$ cat src/rtl/cv_spdma_if.sv
// cv_spdma bus bundle: staging-buffer read port plus sprite RAM write port.
// master = DMA engine side, slave = memory side.
interface cv_spdma_if #(
  parameter int CNT_W = 10
);
  logic [CNT_W-1:0] src_addr;
  logic             src_ren;
  logic [63:0]      src_dout;
  logic [18:0]      ps_s_addr;
  logic [31:0]      ps_s_din;
  logic [3:0]       ps_s_we;
  logic             ps_s_en;

  modport master (
    output src_addr, src_ren, ps_s_addr, ps_s_din, ps_s_we, ps_s_en,
    input  src_dout
  );

  modport slave (
    input  src_addr, src_ren, ps_s_addr, ps_s_din, ps_s_we, ps_s_en,
    output src_dout
  );
endinterface

$ cat src/rtl/cv_spdma.sv
// cv_spdma: sprite-attribute DMA. On a trigger, copies `count` 64-bit entries
// from the staging buffer into sprite RAM as two 32-bit writes each (low word
// first), 3 cycles per entry: READ -> WLO -> WHI.
// Optional feature macro: CV_SPDMA_ABORT_EN (abort sampled in READ; an entry is
// always written completely or not at all).
module cv_spdma #(
  parameter logic [18:0] DST_BASE = 19'h00000,
  parameter int          CNT_W    = 10
) (
  input  logic             clk,
  input  logic             reset,
  input  logic             start,
  input  logic             auto_en,
  input  logic             v_end,
  input  logic             abort,
  input  logic [CNT_W-1:0] count,
  cv_spdma_if.master       bus,
  output logic             busy,
  output logic             done,
  output logic             aborted,
  output logic             overrun,
  output logic [CNT_W:0]   xfer_cnt
);

  typedef enum logic [1:0] {S_IDLE, S_READ, S_WLO, S_WHI} state_t;

  state_t           st, nxt;
  logic [CNT_W-1:0] cnt_q;
  logic [18:0]      addr_q;
  logic [31:0]      lo_q;   // last word presented on ps_s_din
  logic [31:0]      hi_q;   // high word of the entry in flight
  logic             trig;
  logic             last;
  logic             abort_hit;
  logic [18:0]      off;

  assign trig = start | (auto_en & v_end);
  assign last = (xfer_cnt + (CNT_W+1)'(1)) == {1'b0, cnt_q};
  assign off  = 19'({xfer_cnt, 3'b000});
  assign busy = (st != S_IDLE);

`ifdef CV_SPDMA_ABORT_EN
  // abort only matters in READ, before the entry's read is issued
  assign abort_hit = abort & (st == S_READ);
`else
  logic unused_abort;
  assign unused_abort = abort;
  assign abort_hit    = 1'b0;
`endif

  // state register
  always_ff @(posedge clk) begin
    if (!reset) st <= S_IDLE;
    else        st <= nxt;
  end

  // next state and per-state bus strobes
  always_comb begin
    nxt           = st;
    bus.src_ren   = 1'b0;
    bus.src_addr  = xfer_cnt[CNT_W-1:0];
    bus.ps_s_en   = 1'b0;
    bus.ps_s_we   = 4'h0;
    bus.ps_s_addr = addr_q;
    bus.ps_s_din  = lo_q;
    case (st)
      S_IDLE: if (trig && count != '0) nxt = S_READ;
      S_READ: begin
        bus.src_ren = ~abort_hit;
        nxt         = abort_hit ? S_IDLE : S_WLO;
      end
      S_WLO: begin
        bus.ps_s_en  = 1'b1;
        bus.ps_s_we  = 4'hF;
        bus.ps_s_din = bus.src_dout[31:0];   // BRAM data arrives this cycle
        nxt          = S_WHI;
      end
      S_WHI: begin
        bus.ps_s_en  = 1'b1;
        bus.ps_s_we  = 4'hF;
        bus.ps_s_din = hi_q;
        nxt          = last ? S_IDLE : S_READ;
      end
      default: nxt = S_IDLE;
    endcase
  end

  // datapath: count latch, progress counter, address/data holding, flags
  always_ff @(posedge clk) begin
    if (!reset) begin
      cnt_q    <= '0;
      xfer_cnt <= '0;
      addr_q   <= '0;
      lo_q     <= '0;
      hi_q     <= '0;
      done     <= 1'b0;
      overrun  <= 1'b0;
    end else begin
      done <= 1'b0;
      case (st)
        S_IDLE: if (trig) begin
          cnt_q    <= count;
          xfer_cnt <= '0;
          overrun  <= 1'b0;
          if (count == '0) done <= 1'b1;
        end
        S_READ: begin
          if (abort_hit) done   <= 1'b1;
          else           addr_q <= DST_BASE + off;
        end
        S_WLO: begin
          lo_q   <= bus.src_dout[31:0];
          hi_q   <= bus.src_dout[63:32];
          addr_q <= addr_q + 19'd4;
        end
        S_WHI: begin
          lo_q     <= hi_q;
          xfer_cnt <= xfer_cnt + (CNT_W+1)'(1);
          if (last) done <= 1'b1;
        end
        default: ;
      endcase
      if (trig && st != S_IDLE) overrun <= 1'b1;
    end
  end

`ifdef CV_SPDMA_ABORT_EN
  logic abt_q;
  assign aborted = abt_q;

  // aborted: set by an abort in READ, cleared by the next accepted trigger
  always_ff @(posedge clk) begin
    if (!reset)                 abt_q <= 1'b0;
    else if (st == S_IDLE && trig) abt_q <= 1'b0;
    else if (abort_hit)         abt_q <= 1'b1;
  end
`else
  assign aborted = 1'b0;
`endif

endmodule
$ cat src/flat_wrapper.sv
// flat-port wrapper written by rule: the top's interface ports become plain ports
module cv_spdma_flat 
#(
  parameter logic [18:0] DST_BASE = 19'h00000,
  parameter int          CNT_W    = 10
)
  (clk, reset, start, auto_en, v_end, abort, count, busy, done, aborted, overrun, xfer_cnt, bus_src_addr, bus_src_ren, bus_ps_s_addr, bus_ps_s_din, bus_ps_s_we, bus_ps_s_en, bus_src_dout);
  cv_spdma_if #(.CNT_W(CNT_W)) bus_i ();
  input  logic clk;
  input  logic reset;
  input  logic start;
  input  logic auto_en;
  input  logic v_end;
  input  logic abort;
  input  logic [CNT_W-1:0] count;
  output logic busy;
  output logic done;
  output logic aborted;
  output logic overrun;
  output logic [CNT_W:0] xfer_cnt;
  output wire logic [$bits(bus_i.src_addr)-1:0] bus_src_addr;
  output wire logic [$bits(bus_i.src_ren)-1:0] bus_src_ren;
  output wire logic [$bits(bus_i.ps_s_addr)-1:0] bus_ps_s_addr;
  output wire logic [$bits(bus_i.ps_s_din)-1:0] bus_ps_s_din;
  output wire logic [$bits(bus_i.ps_s_we)-1:0] bus_ps_s_we;
  output wire logic [$bits(bus_i.ps_s_en)-1:0] bus_ps_s_en;
  input wire logic [$bits(bus_i.src_dout)-1:0] bus_src_dout;
  assign bus_src_addr = bus_i.src_addr;
  assign bus_src_ren = bus_i.src_ren;
  assign bus_ps_s_addr = bus_i.ps_s_addr;
  assign bus_ps_s_din = bus_i.ps_s_din;
  assign bus_ps_s_we = bus_i.ps_s_we;
  assign bus_ps_s_en = bus_i.ps_s_en;
  assign bus_i.src_dout = bus_src_dout;
  cv_spdma #(.DST_BASE(DST_BASE), .CNT_W(CNT_W)) u_core (.clk(clk), .reset(reset), .start(start), .auto_en(auto_en), .v_end(v_end), .abort(abort), .count(count), .bus(bus_i), .busy(busy), .done(done), .aborted(aborted), .overrun(overrun), .xfer_cnt(xfer_cnt));
endmodule
$ cat config.mk
export PLATFORM = sky130hd
export DESIGN_NAME = cv_spdma_flat
export DESIGN_NICKNAME = d
export VERILOG_FILES = /design/src/rtl/cv_spdma_if.sv /design/src/rtl/cv_spdma.sv /design/src/flat_wrapper.sv
export SDC_FILE = /design/constraint.sdc
export NUM_CORES = 1
export LEC_CHECK = 0
export CORE_UTILIZATION = 47
export CTS_CLUSTER_DIAMETER = 30
export DETAILED_ROUTE_END_ITERATION = 12
export GPL_ROUTABILITY_DRIVEN = 0
export PLACE_DENSITY = 0.82
export SYNTH_ARGS = -nofsm -noshare
export SYNTH_HDL_FRONTEND = slang
export SYNTH_SLANG_ARGS = --single-unit
$ cat constraint.sdc
create_clock -name clk -period 2.55 [get_ports clk]
set_input_delay 0.765 -clock clk [delete_from_list [all_inputs] [get_ports clk]]
set_output_delay 0.765 -clock clk [all_outputs]
set_load 0.02 [all_outputs]
=== Word level (Yosys, flattened, before mapping) ===
Index checks and enable logic that the tools add are counted.

* Bits in registers: 108
* Input bits: 80
* Output and inout bits: 82
* Word-level logic and storage cells: 49

* Add/sub/neg operators: 2
* Eq/ne operators: 6
* Multiplexer cells: 17
* Bitwise operators: 2
* Reductions and logical operators: 14

{| class="wikitable"
|+ Operators with widths
! operator !! number
|-
| $pmux 32 s2 || 1
|-
| $pmux 19 s2 || 1
|-
| $pmux 11 s2 || 1
|-
| $add 19x3->19 const B || 1
|-
| $add 11x1->11 const B || 1
|-
| $eq 11x10->1 || 1
|-
| $mux 11 || 1
|-
| $logic_not 10->1 || 1
|-
| $reduce_bool 10->1 || 1
|-
| $reduce_bool 2->1 || 5
|-
| $mux 1 || 9
|-
| $pmux 2 s4 || 1
|-
| $reduce_and 2->1 || 3
|-
| $eq 2x2->1 const B || 2
|-
| $mux 4 || 1
|-
| $ne 2x1->1 const B || 2
|-
| $eq 2x1->1 const B || 1
|-
| $logic_and 1x1->1 || 2
|-
| $logic_not 2->1 || 1
|-
| $mux 2 || 1
|-
| $pmux 1 s2 || 1
|-
| $reduce_or 2->1 || 1
|-
| $and 1x1->1 || 1
|-
| $or 1x1->1 || 1
|}

=== Longest topological paths before layout ===
* Depth in word-level cells: 5
* Gate-level depth with buffers: 8
* Depth with buffers taken out: 8

=== Worst setup path before layout ===
OpenSTA, ideal clock, no wires.

* Path kind: register -> output
* From: register u_core.st[0]
* To: output port bus_ps_s_we[0]
* Data arrival time: 1.622 ns
* Required time: 1.785 ns
* Path slack: 0.163 ns
* Cell stages (with the launch flop): 7
* Buffers on the path: 3
* Cell sequence: dfxtp_1 -> ha_1 -> clkbuf_1 -> nor2_1 -> clkbuf_1 -> inv_1 -> buf_4

* Cells in the longest elaborated chain, start to end: 3
* Elaborated cells on any way between the ends: 4
* Classes of those cells: 2 x eq/ne; 1 x mux; 1 x reduce/logical

{| class="wikitable"
|+ RTL lines
! what !! line !! text
|-
| start, declared || cv_spdma.sv:27 || <nowiki>state_t st, nxt;</nowiki>
|-
| start signal, assigned || cv_spdma.sv:54 || <nowiki>else st <= nxt;</nowiki>
|-
| $eq 2x2->1 || cv_spdma.sv:66 || <nowiki>case (st)</nowiki>
|-
| $reduce_or 2->1 (no source line) * || n/a ||
|-
| $mux 4 * || cv_spdma.sv:66 ||
|-
| end, declared || flat_wrapper.sv:25 || <nowiki>output wire logic [$bits(bus_i.ps_s_we)-1:0] bus_ps_s_we;</nowiki>
|}

Mark *: on every way between the ends. The rest lies on a longest branch, timed or not.

=== Final worst setup path ===
* From: register u_core.st[0]
* To: output port bus_ps_s_din[20]

* Cells in the longest elaborated chain, start to end: 2
* Elaborated cells on any way between the ends: 3
* Classes of those cells: 2 x eq/ne; 1 x mux

{| class="wikitable"
|+ RTL lines
! what !! line !! text
|-
| $eq 2x2->1 || cv_spdma.sv:66 ||
|-
| $pmux 32 s2 * || n/a ||
|-
| end, declared || flat_wrapper.sv:24 || <nowiki>output wire logic [$bits(bus_i.ps_s_din)-1:0] bus_ps_s_din;</nowiki>
|}

Marked as above.

==> results by group <==
Drt
  – Iteration-0 DRC Markers: 228
  – Residual DRC: 0
  – Routed wire per std cell: 15.54 um
  – WL final: 14.02 mm
  – DRT antenna net count: 0
  – Drt first pass iters: 4
  – Via count: 4811
  – Via-to-Cell Ratio: 5.334

Global route
  – Antenna violations before repair: 0
  – Total grt overflow: 0
  – Largest net degree at the start of global routing: 57
  – First-pass GRT wire length: 22.31 mm
  – All-Layer GR Usage: 24.37%
  – Vias in the first global route: 4604

CTS
  – Reg clk slew, reported paths: 110 ps
  – Maximum clock path buffer count: 2
  – CTS root buf: clkbuf_8
  – CTS sink count: 106
  – Cts hold-fix bufs: 0
  – CTS H-tree lvls: 3
  – CTS buffer count: 9
  – Clock insertion delay at the later pin of the skew report: 360 ps
  – TritonCTS clock tree: yes

Status
  – Outcome: finished clean

Timing
  – Final Max Tran Viols: 0
  – Hold Fails Final Rpt: 0
  – Clock Skews: 16.84 ps
  – Final WS setup: 68.03 ps
  – Fin crit period: 2482 ps
  – Setup violations, final: 0
  – Crit share post-route: 97.33%
  – Highest clock rate: 402.9 MHz
  – Worst slew margin: 65.20%
  – RSZ-0062 raised after global routing: yes
  – Slew @ Worst Pin: 518.1 ps

Place
  – I/O Buffers: 157
  – Placed cell area: 0.006812 mm2
  – Final HPWL DP: 9.570 mm
  – Pre-CTS setup slack: -242.0 ps
  – Placed insts: 876

Die
  – Die Y: 106.8 um
  – Die width: 106.8 um
  – Starting Density: 49.14%
  – # IOs: 162
  – DIE AREA: 0.01141 mm2
  – CORE AREA: 0.01051 mm2
  – Row count: 37

Job
  – Maxcap violations: 0

Synthesis
  – Cells after Synth: 615
  – Syn_area_per_cell: 8.396 um2
  – Yosys reg bits: 106
  – Post-synth ARST share: 0%
  – Number of flops mapped to enable cells by yosys: 0
  – Yosys cell types: 48
  – Ys flop type: dfxtp_1
  – Synth Cell Area: 0.005164 mm2
  – Synth warn: 0
  – Register area share after synthesis: 41.10%

Setup path
  – R2R depth: 7
  – Worst Setup End Kind: primary output
  – Crit path cell chain: buf_6 -> ha_4 -> nor2_4 -> buf_6 -> buf_8 -> nand2_1 -> nand2_2 -> buf_6
  – CP Max Fanout: 7
  – Crit-path slowest cell: dfxtp_2
  – Crit path DAT: 1720 ps
  – FF-to-FF setup slack: 410 ps
  – Critical Path Most Common Cell: buf_6
  – CP Launch Type: flip-flop
  – Reg-to-Reg End: u_core.st[0]$_SDFFE_PN0P_
  – Crit Path Class: reg -> out
  – FF-to-FF Start: u_core.xfer_cnt[0]$_SDFFE_PN0P_
  – CP peak stage delay: 350 ps
  – Required time of the critical path: 1790 ps

Finish
  – Post-route cell area: 0.007187 mm2
  – Ant. Diodes: 0
  – Fin nets: 847
  – Leading cell type in the layout, fill and taps excluded: clkdlybuf4s50_1
  – Fin cells: 902
  – Area growth, synth to finish: 39.18%
  – Most frequent cells in the layout: clkdlybuf4s50_1 (118), nand2_1 (110), dfxtp_1 (105), nor2b_1 (48), and2_1 (35)
  – Reg area: 0.002123 mm2
  – Layout cells sized above 1: 14.62%
  – Area occupied by multi-input gates: 0.002805 mm2
  – Layout Utilization: 68.39%
  – Fillers: 857

Power and ir drop
  – VDD IR max: 545.1 uV
  – Static Leakage: 2.784 nW
  – Pwr Density: 896.6 mW/mm2
  – Overall power: 6.444 mW

Worst hold path
  – Hold Path End: u_core.cnt_q[5]$_SDFFE_PN0P_
  – Hold Path Cell Cnt: 2
  – Worst Hold Launch: u_core.cnt_q[5]$_SDFFE_PN0P_
  – Hold Crit Class: reg -> reg
-- through the flow --
step / hold slack [ps] / TNS [ps]
2_1_floorplan: 455.1 / 0
5_1_grt: 513.4 / -382.2
4_1_cts: 491.3 / -62.05
3_3_place_gp: 466.3 / -6369
3_5_place_dp: 476.5 / -6665
6_report: 488.6 / 0
-- critical path, delay by kind of cell, from the launching register on --
family / cells / cell delay, ps
adder cells (fa/ha/maj): 1 / 170
buffers and inverters: 4 / 500
flip-flops: 1 / 350
AND/OR/NAND/NOR: 3 / 340
-- per-layer routing --
layer | track usage (%) | wire length, um | vias up
met5 | 0 | 0 | -
li1 | - | - | 2362
met1 | 31.20 | 6053 | 2272
met4 | 7.926 | 228 | 0
met2 | 41.57 | 7008 | 161
met3 | 4.134 | 730 | 16
-- area by class of cell --
class	count	share of cell area, %
inverter	8	0.4178
timing repair buffer	189	26.03
tap	136	2.368
sequential	106	29.54
multi-input combinational	447	39.03
clock buffer	10	1.915
clock inverter	6	0.6964
-- timing repair --
action | CTS | global route
cloned | 2 | 1
setup endpoints to repair | 38 | 32
pin swaps | 0 | 1
setup buffers | 1 | 6
hold endpoints to repair | 0 | 0
resized for setup | 124 | 91
-- report_power, final --
group / leakage (nW) / internal [mW] / switching, mW / total (mW)
logic: 1.83 / 1.50 / 1.85 / 3.35
registers: 0.861 / 1.94 / 0.164 / 2.11
clock network: 0.0891 / 0.391 / 0.597 / 0.989
-- worst max path at each step --
stage,cells past startpoint,slack [ps],start,endpoint
after floorplan,6,160,u_core.st[0]$_SDFFE_PN0P_,bus_ps_s_we[0]
after global placement,4,-240,bus_src_dout[30],bus_ps_s_din[30]
after detailed placement,4,-240,bus_src_dout[9],bus_ps_s_din[9]
after CTS,7,-20,u_core.st[0]$_SDFFE_PN0P_,bus_ps_s_din[4]
after global routing,8,-40,u_core.st[0]$_SDFFE_PN0P_,bus_ps_s_din[23]
final,8,70,u_core.st[0]$_SDFFE_PN0P_,bus_ps_s_din[20]
-- logic make-up after synthesis --
logic type                 after synthesis  share of synthesized area [%]
AOI/OAI and AO/OA                      103                          13.62
xor gates and xnor gates                19                          3.223
adders and majority gates                6                          1.454
buffers and inverters                   64                          6.469
DFF                                    106                          41.10
muxes                                   34                          6.591
other                                    1                        0.07262
and+or+nand+nor                        282                          27.48
-- cell usage after synthesis (3+ instances only) --
cell type / count / area share [%]
a21boi_0: 15 / 2.2
a21oi_1: 20 / 1.9
a22oi_1: 36 / 5.2
and2_1: 35 / 4.2
and3_1: 7 / 0.85
buf_2: 6 / 0.58
buf_4: 17 / 2.5
buf_6: 3 / 0.65
clkbuf_1: 29 / 2.1
dfxtp_1: 106 / 41
ha_1: 6 / 1.5
inv_1: 8 / 0.58
mux2i_1: 34 / 6.6
nand2_1: 129 / 9.4
nand2b_1: 3 / 0.36
nand3_1: 12 / 1.2
nand3b_1: 3 / 0.44
nand4_1: 6 / 0.73
nor2_1: 15 / 1.1
nor2b_1: 48 / 5.8
nor3_1: 10 / 0.97
nor4_1: 4 / 0.48
o21a_1: 3 / 0.44
o21ai_0: 12 / 1.2
xnor2_1: 10 / 1.7
xor2_1: 9 / 1.5
-- registers in the layout, indices dropped and copies added (netlist names) --
| name | count |
|---|---|
| u_core.done | 1 |
| u_core.xfer_cnt | 11 |
| u_core.st | 2 |
| u_core.bus.ps_s_addr | 17 |
| u_core.hi_q | 32 |
| u_core.cnt_q | 10 |
| u_core.overrun | 1 |
| u_core.lo_q | 32 |
Power figures use the tool's default switching activity.
